===== src/rtl/star_pkg.sv =====
// Shared widths, LFSR taps, relocation FSM state type and coordinate helpers
// for the star relocation logic.
package star_pkg;

  localparam int COORD_W = 11;
  localparam int LFSR_W  = 16;
  localparam logic [LFSR_W-1:0] LFSR_TAPS = 16'hB400;

  typedef enum logic [1:0] {
    IDLE,
    GEN_X,
    GEN_Y,
    COMMIT
  } star_rnd_state_t;

  function automatic logic coord_in_range(
    input logic [COORD_W-1:0] cand,
    input logic [COORD_W-1:0] lo,
    input logic [COORD_W-1:0] hi
  );
    return (cand >= lo) && (cand <= hi);
  endfunction

  // Fallback when the draw budget is exhausted: pull the last candidate onto the window.
  function automatic logic [COORD_W-1:0] clamp_coord(
    input logic [COORD_W-1:0] cand,
    input logic [COORD_W-1:0] lo,
    input logic [COORD_W-1:0] hi
  );
    logic [COORD_W-1:0] res;
    res = cand;
    if (cand < lo) begin
      res = lo;
    end else if (cand > hi) begin
      res = hi;
    end
    return res;
  endfunction

endpackage


===== src/rtl/lfsr16.sv =====
// Free-running 16-bit Galois LFSR (right shift, taps from star_pkg), stepping
// every clock; a stuck all-zero state is recovered by reloading the seed.
module lfsr16
  import star_pkg::*;
(
  input  logic              clk,
  input  logic              resetN,
  input  logic [LFSR_W-1:0] seed,
  output logic [LFSR_W-1:0] out
);

  logic [LFSR_W-1:0] lfsr_reg;
  logic [LFSR_W-1:0] lfsr_next;
  logic [LFSR_W-1:0] shifted;

  // Each bit takes its upper neighbour, xored with the feedback bit where a tap sits.
  genvar gi;
  generate
    for (gi = 0; gi < LFSR_W; gi++) begin : g_tap
      if (gi == LFSR_W - 1) begin : g_msb
        assign shifted[gi] = LFSR_TAPS[gi] & lfsr_reg[0];
      end else begin : g_bit
        assign shifted[gi] = lfsr_reg[gi+1] ^ (LFSR_TAPS[gi] & lfsr_reg[0]);
      end
    end
  endgenerate

  always_comb begin
    lfsr_next = shifted;
    if (lfsr_reg == '0) begin
      lfsr_next = seed;
    end
  end

  always_ff @(posedge clk or negedge resetN) begin
    if (!resetN) begin
      lfsr_reg <= seed;
    end else begin
      lfsr_reg <= lfsr_next;
    end
  end

  assign out = lfsr_reg;

endmodule


===== src/rtl/star_random_position.sv =====
// Supplies randomX/randomY to the star mover: timed (and optionally hit-driven)
// relocation by rejection sampling with clamp fallback. Option: STAR_RELOC_ON_HIT_EN.
module star_random_position
  import star_pkg::*;
#(
  parameter int                INIT_X      = 392,
  parameter int                INIT_Y      = 228,
  parameter int                X_MIN       = 32,
  parameter int                X_MAX       = 543,
  parameter int                Y_MIN       = 32,
  parameter int                Y_MAX       = 415,
  parameter int                HOLD_FRAMES = 120,
  parameter int                MAX_TRIES   = 8,
  parameter logic [LFSR_W-1:0] LFSR_SEED   = 16'hACE1
) (
  input  logic               clk,
  input  logic               resetN,
  input  logic               startOfFrame,
  input  logic               enable,
  input  logic               starHit,
  output logic [COORD_W-1:0] randomX,
  output logic [COORD_W-1:0] randomY,
  output logic               newPosition
);

  localparam int FRAME_W = $clog2(HOLD_FRAMES + 1);
  localparam int TRIES_W = $clog2(MAX_TRIES + 1);

  localparam logic [COORD_W-1:0] X_INIT_C = COORD_W'(INIT_X);
  localparam logic [COORD_W-1:0] Y_INIT_C = COORD_W'(INIT_Y);
  localparam logic [COORD_W-1:0] X_LO     = COORD_W'(X_MIN);
  localparam logic [COORD_W-1:0] X_HI     = COORD_W'(X_MAX);
  localparam logic [COORD_W-1:0] Y_LO     = COORD_W'(Y_MIN);
  localparam logic [COORD_W-1:0] Y_HI     = COORD_W'(Y_MAX);
  localparam logic [FRAME_W-1:0] FRAME_LAST = FRAME_W'(HOLD_FRAMES - 1);
  localparam logic [TRIES_W-1:0] TRIES_LAST = TRIES_W'(MAX_TRIES - 1);

  star_rnd_state_t    state_reg, state_next;
  logic [FRAME_W-1:0] frame_cnt_reg, frame_cnt_next;
  logic [TRIES_W-1:0] tries_reg, tries_next;
  logic [COORD_W-1:0] lat_x_reg, lat_x_next;
  logic [COORD_W-1:0] lat_y_reg, lat_y_next;
  logic [COORD_W-1:0] pos_x_reg, pos_x_next;
  logic [COORD_W-1:0] pos_y_reg, pos_y_next;
  logic               new_pos_reg, new_pos_next;

  logic [LFSR_W-1:0]  lfsr;
  logic [COORD_W-1:0] cand_x;
  logic [COORD_W-1:0] cand_y;
  logic               timer_req;
  logic               hit_req;
  logic               req;

  lfsr16 u_lfsr (
    .clk    (clk),
    .resetN (resetN),
    .seed   (LFSR_SEED),
    .out    (lfsr)
  );

  // X and Y draw from overlapping LFSR slices; they are taken on different cycles.
  assign cand_x = {1'b0, lfsr[9:0]};
  assign cand_y = {2'b0, lfsr[15:7]};

  assign timer_req = startOfFrame & enable & (frame_cnt_reg == FRAME_LAST);

`ifdef STAR_RELOC_ON_HIT_EN
  assign hit_req = starHit & enable;
`else
  logic unused_star_hit;
  assign unused_star_hit = starHit;
  assign hit_req         = 1'b0;
`endif

  assign req = timer_req | hit_req;

  always_comb begin
    state_next     = state_reg;
    frame_cnt_next = frame_cnt_reg;
    tries_next     = tries_reg;
    lat_x_next     = lat_x_reg;
    lat_y_next     = lat_y_reg;
    pos_x_next     = pos_x_reg;
    pos_y_next     = pos_y_reg;
    new_pos_next   = 1'b0;

    unique case (state_reg)
      IDLE: begin
        if (startOfFrame && enable) begin
          frame_cnt_next = frame_cnt_reg + FRAME_W'(1);
        end
        if (req) begin
          tries_next = '0;
          state_next = GEN_X;
        end
      end

      GEN_X: begin
        if (coord_in_range(cand_x, X_LO, X_HI)) begin
          lat_x_next = cand_x;
          tries_next = '0;
          state_next = GEN_Y;
        end else if (tries_reg == TRIES_LAST) begin
          lat_x_next = clamp_coord(cand_x, X_LO, X_HI);
          tries_next = '0;
          state_next = GEN_Y;
        end else begin
          tries_next = tries_reg + TRIES_W'(1);
        end
      end

      GEN_Y: begin
        if (coord_in_range(cand_y, Y_LO, Y_HI)) begin
          lat_y_next = cand_y;
          tries_next = '0;
          state_next = COMMIT;
        end else if (tries_reg == TRIES_LAST) begin
          lat_y_next = clamp_coord(cand_y, Y_LO, Y_HI);
          tries_next = '0;
          state_next = COMMIT;
        end else begin
          tries_next = tries_reg + TRIES_W'(1);
        end
      end

      // Both coordinates and the strobe update on the same edge, so the mover never
      // samples a half-updated pair.
      COMMIT: begin
        pos_x_next     = lat_x_reg;
        pos_y_next     = lat_y_reg;
        new_pos_next   = 1'b1;
        frame_cnt_next = '0;
        state_next     = IDLE;
      end

      default: begin
        state_next = IDLE;
      end
    endcase
  end

  always_ff @(posedge clk or negedge resetN) begin
    if (!resetN) begin
      state_reg     <= IDLE;
      frame_cnt_reg <= '0;
      tries_reg     <= '0;
      lat_x_reg     <= X_INIT_C;
      lat_y_reg     <= Y_INIT_C;
      pos_x_reg     <= X_INIT_C;
      pos_y_reg     <= Y_INIT_C;
      new_pos_reg   <= 1'b0;
    end else begin
      state_reg     <= state_next;
      frame_cnt_reg <= frame_cnt_next;
      tries_reg     <= tries_next;
      lat_x_reg     <= lat_x_next;
      lat_y_reg     <= lat_y_next;
      pos_x_reg     <= pos_x_next;
      pos_y_reg     <= pos_y_next;
      new_pos_reg   <= new_pos_next;
    end
  end

  assign randomX     = pos_x_reg;
  assign randomY     = pos_y_reg;
  assign newPosition = new_pos_reg;

endmodule


===== config.mk =====
export PLATFORM = sky130hd
export DESIGN_NAME = star_random_position
export DESIGN_NICKNAME = d
export VERILOG_FILES = /design/src/rtl/star_pkg.sv /design/src/rtl/lfsr16.sv /design/src/rtl/star_random_position.sv
export SDC_FILE = /design/constraint.sdc
export NUM_CORES = 1
export LEC_CHECK = 0
export CORE_MARGIN = 2
export CORE_UTILIZATION = 51
export CTS_CLUSTER_DIAMETER = 150
export CTS_CLUSTER_SIZE = 30
export DETAILED_ROUTE_END_ITERATION = 8
export GPL_ROUTABILITY_DRIVEN = 0
export PLACE_DENSITY = 0.8
export SLEW_MARGIN = 25
export SYNTH_ARGS = -nofsm -noshare
export SYNTH_HDL_FRONTEND = slang
export SYNTH_SLANG_ARGS = --single-unit

===== constraint.sdc =====
create_clock -name clk -period 2.3 [get_ports clk]
set_clock_uncertainty 0.1 [all_clocks]
set_input_delay 0.69 -clock clk [delete_from_list [all_inputs] [get_ports clk]]
set_output_delay 0.69 -clock clk [all_outputs]
set_load 0.01 [all_outputs]

==> flow_metrics.tcl <==
set metrics [dict create \
    synth_compound_area_frac 0.104 \
    synth-adder-area-share 0.0467 \
    switchingPower_mw 1.32 \
    p_comb_frac 0.338 \
    cts-root-buf "clkbuf_8" \
    fillCellCount 447 \
    slew_headroom 0.666 \
    synth_seq_area_share 0.557 \
    rsz0062_at_grt "no" \
    final-seq-area_um2 1730 \
    worst_r2r_path_depth 6 \
    max-clock-path-buffers 2 \
    finalWorstSetupSlack_ns 0.109 \
    synthFlopType "dfrtp_1" \
    drc 0 \
    vias 1973 \
    fmax_mhz 456 \
    drtIter0Drc 109 \
    fin_cells 356 \
    fin_util 0.618 \
    rows 28 \
    wl_per_cell_um 14.5 \
    grt_use_total 0.171 \
    clk_pin_slew_worst_paths_ns 0.08 \
    synth_area_leader_cell "dfrtp_1" \
    critical_path.startpoint_type "flop" \
    pwr-share-clk 0.229 \
    yosys_warnings 0 \
    synthSimpleGateAreaFrac 0.114 \
    finalHoldViolations 0 \
    multiInputGateArea_um2 1280 \
    r2r_setup_slack_ns 0.28 \
    path_cells "clkdlybuf4s50_1" \
    ios 28 \
    final_cell_area_um2 3630 \
    cts_resized 0 \
    grt_max_degree 69 \
    status "completed" \
    hold_class "input port to async pin" \
    cp-end-kind "output pin" \
    cts_buffers 9 \
    setup_viol 0 \
    synthMuxAreaShare 0.134 \
    ys_ff_latch 68 \
    drv_cap 0 \
    dp_hpwl_mm 3.47 \
    start_util 0.528 \
    worstMarginPinSlew_ns 0.501 \
    synth_top_family_by_area "multiplexers" \
    dr.pass1.iters 4 \
    ant_nets 0 \
    antenna_found_initial 0 \
    post_cts_buffers 0 \
    cp_num_cells 1 \
    clk-insertion-delay-late_ns 0.34 \
    critPathBufInv 1 \
    power_leakage_nw 1.50 \
    syn_to_final_growth_pct 17.0 \
    via_per_inst 5.54 \
    synth_area_leaders "dfrtp_1, dfstp_2, mux2_2" \
    grt_overflow 0 \
    cp.arrival_ns 1.40 \
    syn_area_um2 3110 \
    postSynthCellCount 249 \
    die_w_um 82.0 \
    synth_xor_area_frac 0.00846 \
    dieHeight_um 82.0 \
    worstSetupStartpoint "randomX[3]$_DFFE_PN1P_" \
    critPathTopFamily "flip-flops" \
    diodes 0 \
    period_needed_ns 2.19 \
    worstPathMaxFanout 2 \
    netlist.area_leader.share 0.371 \
    crit_slowest_cell "dfstp_2" \
    worstReg2RegEnd "tries_reg[2]$_DFFE_PN0P_" \
    h-tree-depth 3 \
    ctsHoldBuffers 0 \
    die_area_um2 6730 \
    rr_startpoint "state_reg[1]$_DFFE_PN0P_" \
    totalWireLength_mm 5.16 \
    io_buffers 23 \
    drive_gt1_frac 0.352 \
    core_um2 5890 \
    post_dp_cell_area_um2 3430 \
    drv_slew 0 \
    path_class "flop to output pin" \
    timing.final.crit_share 0.953 \
    place_inst 340 \
    fin_nets 289 \
    grt_pass1_wl_mm 8.56 \
    power.density_nw_per_um2 1200 \
    synth-edff-count 0 \
    seq_power_share 0.433 \
    avgSynthCellArea_um2 12.5 \
    largest_reg_flops 16 \
    ys_types 46 \
    ir_drop_uv 547 \
    p_total_mw 4.38 \
    cts_tree "built" \
    max_stage_delay_ns 0.54 \
    required_ns 1.51 \
    endpoint "randomX[3]" \
    power.internal_mw 3.06 \
    swShare 0.300 \
    post-place-ws_ns -0.133 \
    cts_sinks 68 \
    grt_pass1_vias 1816 \
    async_reset_ff_frac 1.00 \
]
-- power by group through the flow --
stage / sequential [mW] / combinational, mW / clock [mW]
6_report: 1.89 / 1.48 / 1.00
5_1_grt: 1.95 / 1.63 / 1.08
4_1_cts: 1.90 / 1.50 / 1.01
3_5_place_dp: 1.92 / 1.49 / 0
3_3_place_gp: 1.91 / 1.46 / 0
2_1_floorplan: 1.91 / 0.946 / 0
-- cells by family after synthesis --
logic type	after synthesis
DFF	68
and+or+nand+nor	64
AOI/OAI and AO/OA	39
muxes	37
buffers and inverters	25
adders and majority gates	12
xor gates and xnor gates	3
other	1
-- synth_stat cells, types with 3 or more instances --
master	count
nand2_1	9
or2_2	6
nor2_1	19
nand2b_1	3
a22o_1	7
nand4_1	3
maj3_2	4
inv_1	7
nand3b_1	3
mux2_2	36
a32o_1	6
dfrtp_1	46
dfstp_2	22
o21ai_0	4
o211ai_1	3
buf_4	3
a21oi_1	5
ha_1	8
nand3_1	7
clkbuf_1	12
-- worst min path at each step --
stage / from / endpoint / slack (ns) / cells after the start
4_1_cts: resetN / frame_cnt_reg[1]$_DFFE_PN0P_ / 0.27 / 2
6_report: resetN / frame_cnt_reg[1]$_DFFE_PN0P_ / 0.24 / 2
2_1_floorplan: resetN / frame_cnt_reg[0]$_DFFE_PN0P_ / 0.29 / 0
3_5_place_dp: u_lfsr.out[3]$_DFF_PN0_ / u_lfsr.out[2]$_DFF_PN0_ / 0.30 / 0
3_3_place_gp: u_lfsr.out[3]$_DFF_PN0_ / u_lfsr.out[2]$_DFF_PN0_ / 0.28 / 0
5_1_grt: resetN / frame_cnt_reg[1]$_DFFE_PN0P_ / 0.27 / 2
-- final cells by class --
type,count,area share
flip-flops and latches,68,0.476
multi-input cells,158,0.351
repair buffers,32,0.0840
clock buffers,12,0.0427
well taps,75,0.0258
clock inverters,4,0.0131
inverters,7,0.00723
-- routing by layer --
layer,wire [µm],track usage
met2,2430,0.250
met3,147,0.0396
met1,2500,0.236
met5,0,0
met4,82,0.0900
-- per-stage QoR --
step           TNS (ns)  hold WS, ns
6_report              0        0.238
5_1_grt               0        0.271
4_1_cts               0        0.271
3_5_place_dp     -0.344        0.301
3_3_place_gp     -0.253        0.280
2_1_floorplan         0        0.294
-- placed cells by master, fill, tap and decap left out, types with 3 or more instances in the layout --
cell type and count:
nand4_1 3, nor2_1 19, o211ai_1 3, a32o_1 6, or2_2 6, conb_1 3, mux2_2 36, dfrtp_1 46
ha_1 8, a22o_1 7, o21ai_0 4, inv_1 7, dfstp_2 22, a21oi_1 5, nand3b_1 3, buf_4 8
clkdlybuf4s50_1 22, maj3_2 4, nand2b_1 3, nand2_1 9, nand3_1 7, clkbuf_8 11
No activity file was read; power rests on OpenSTA's default activity.
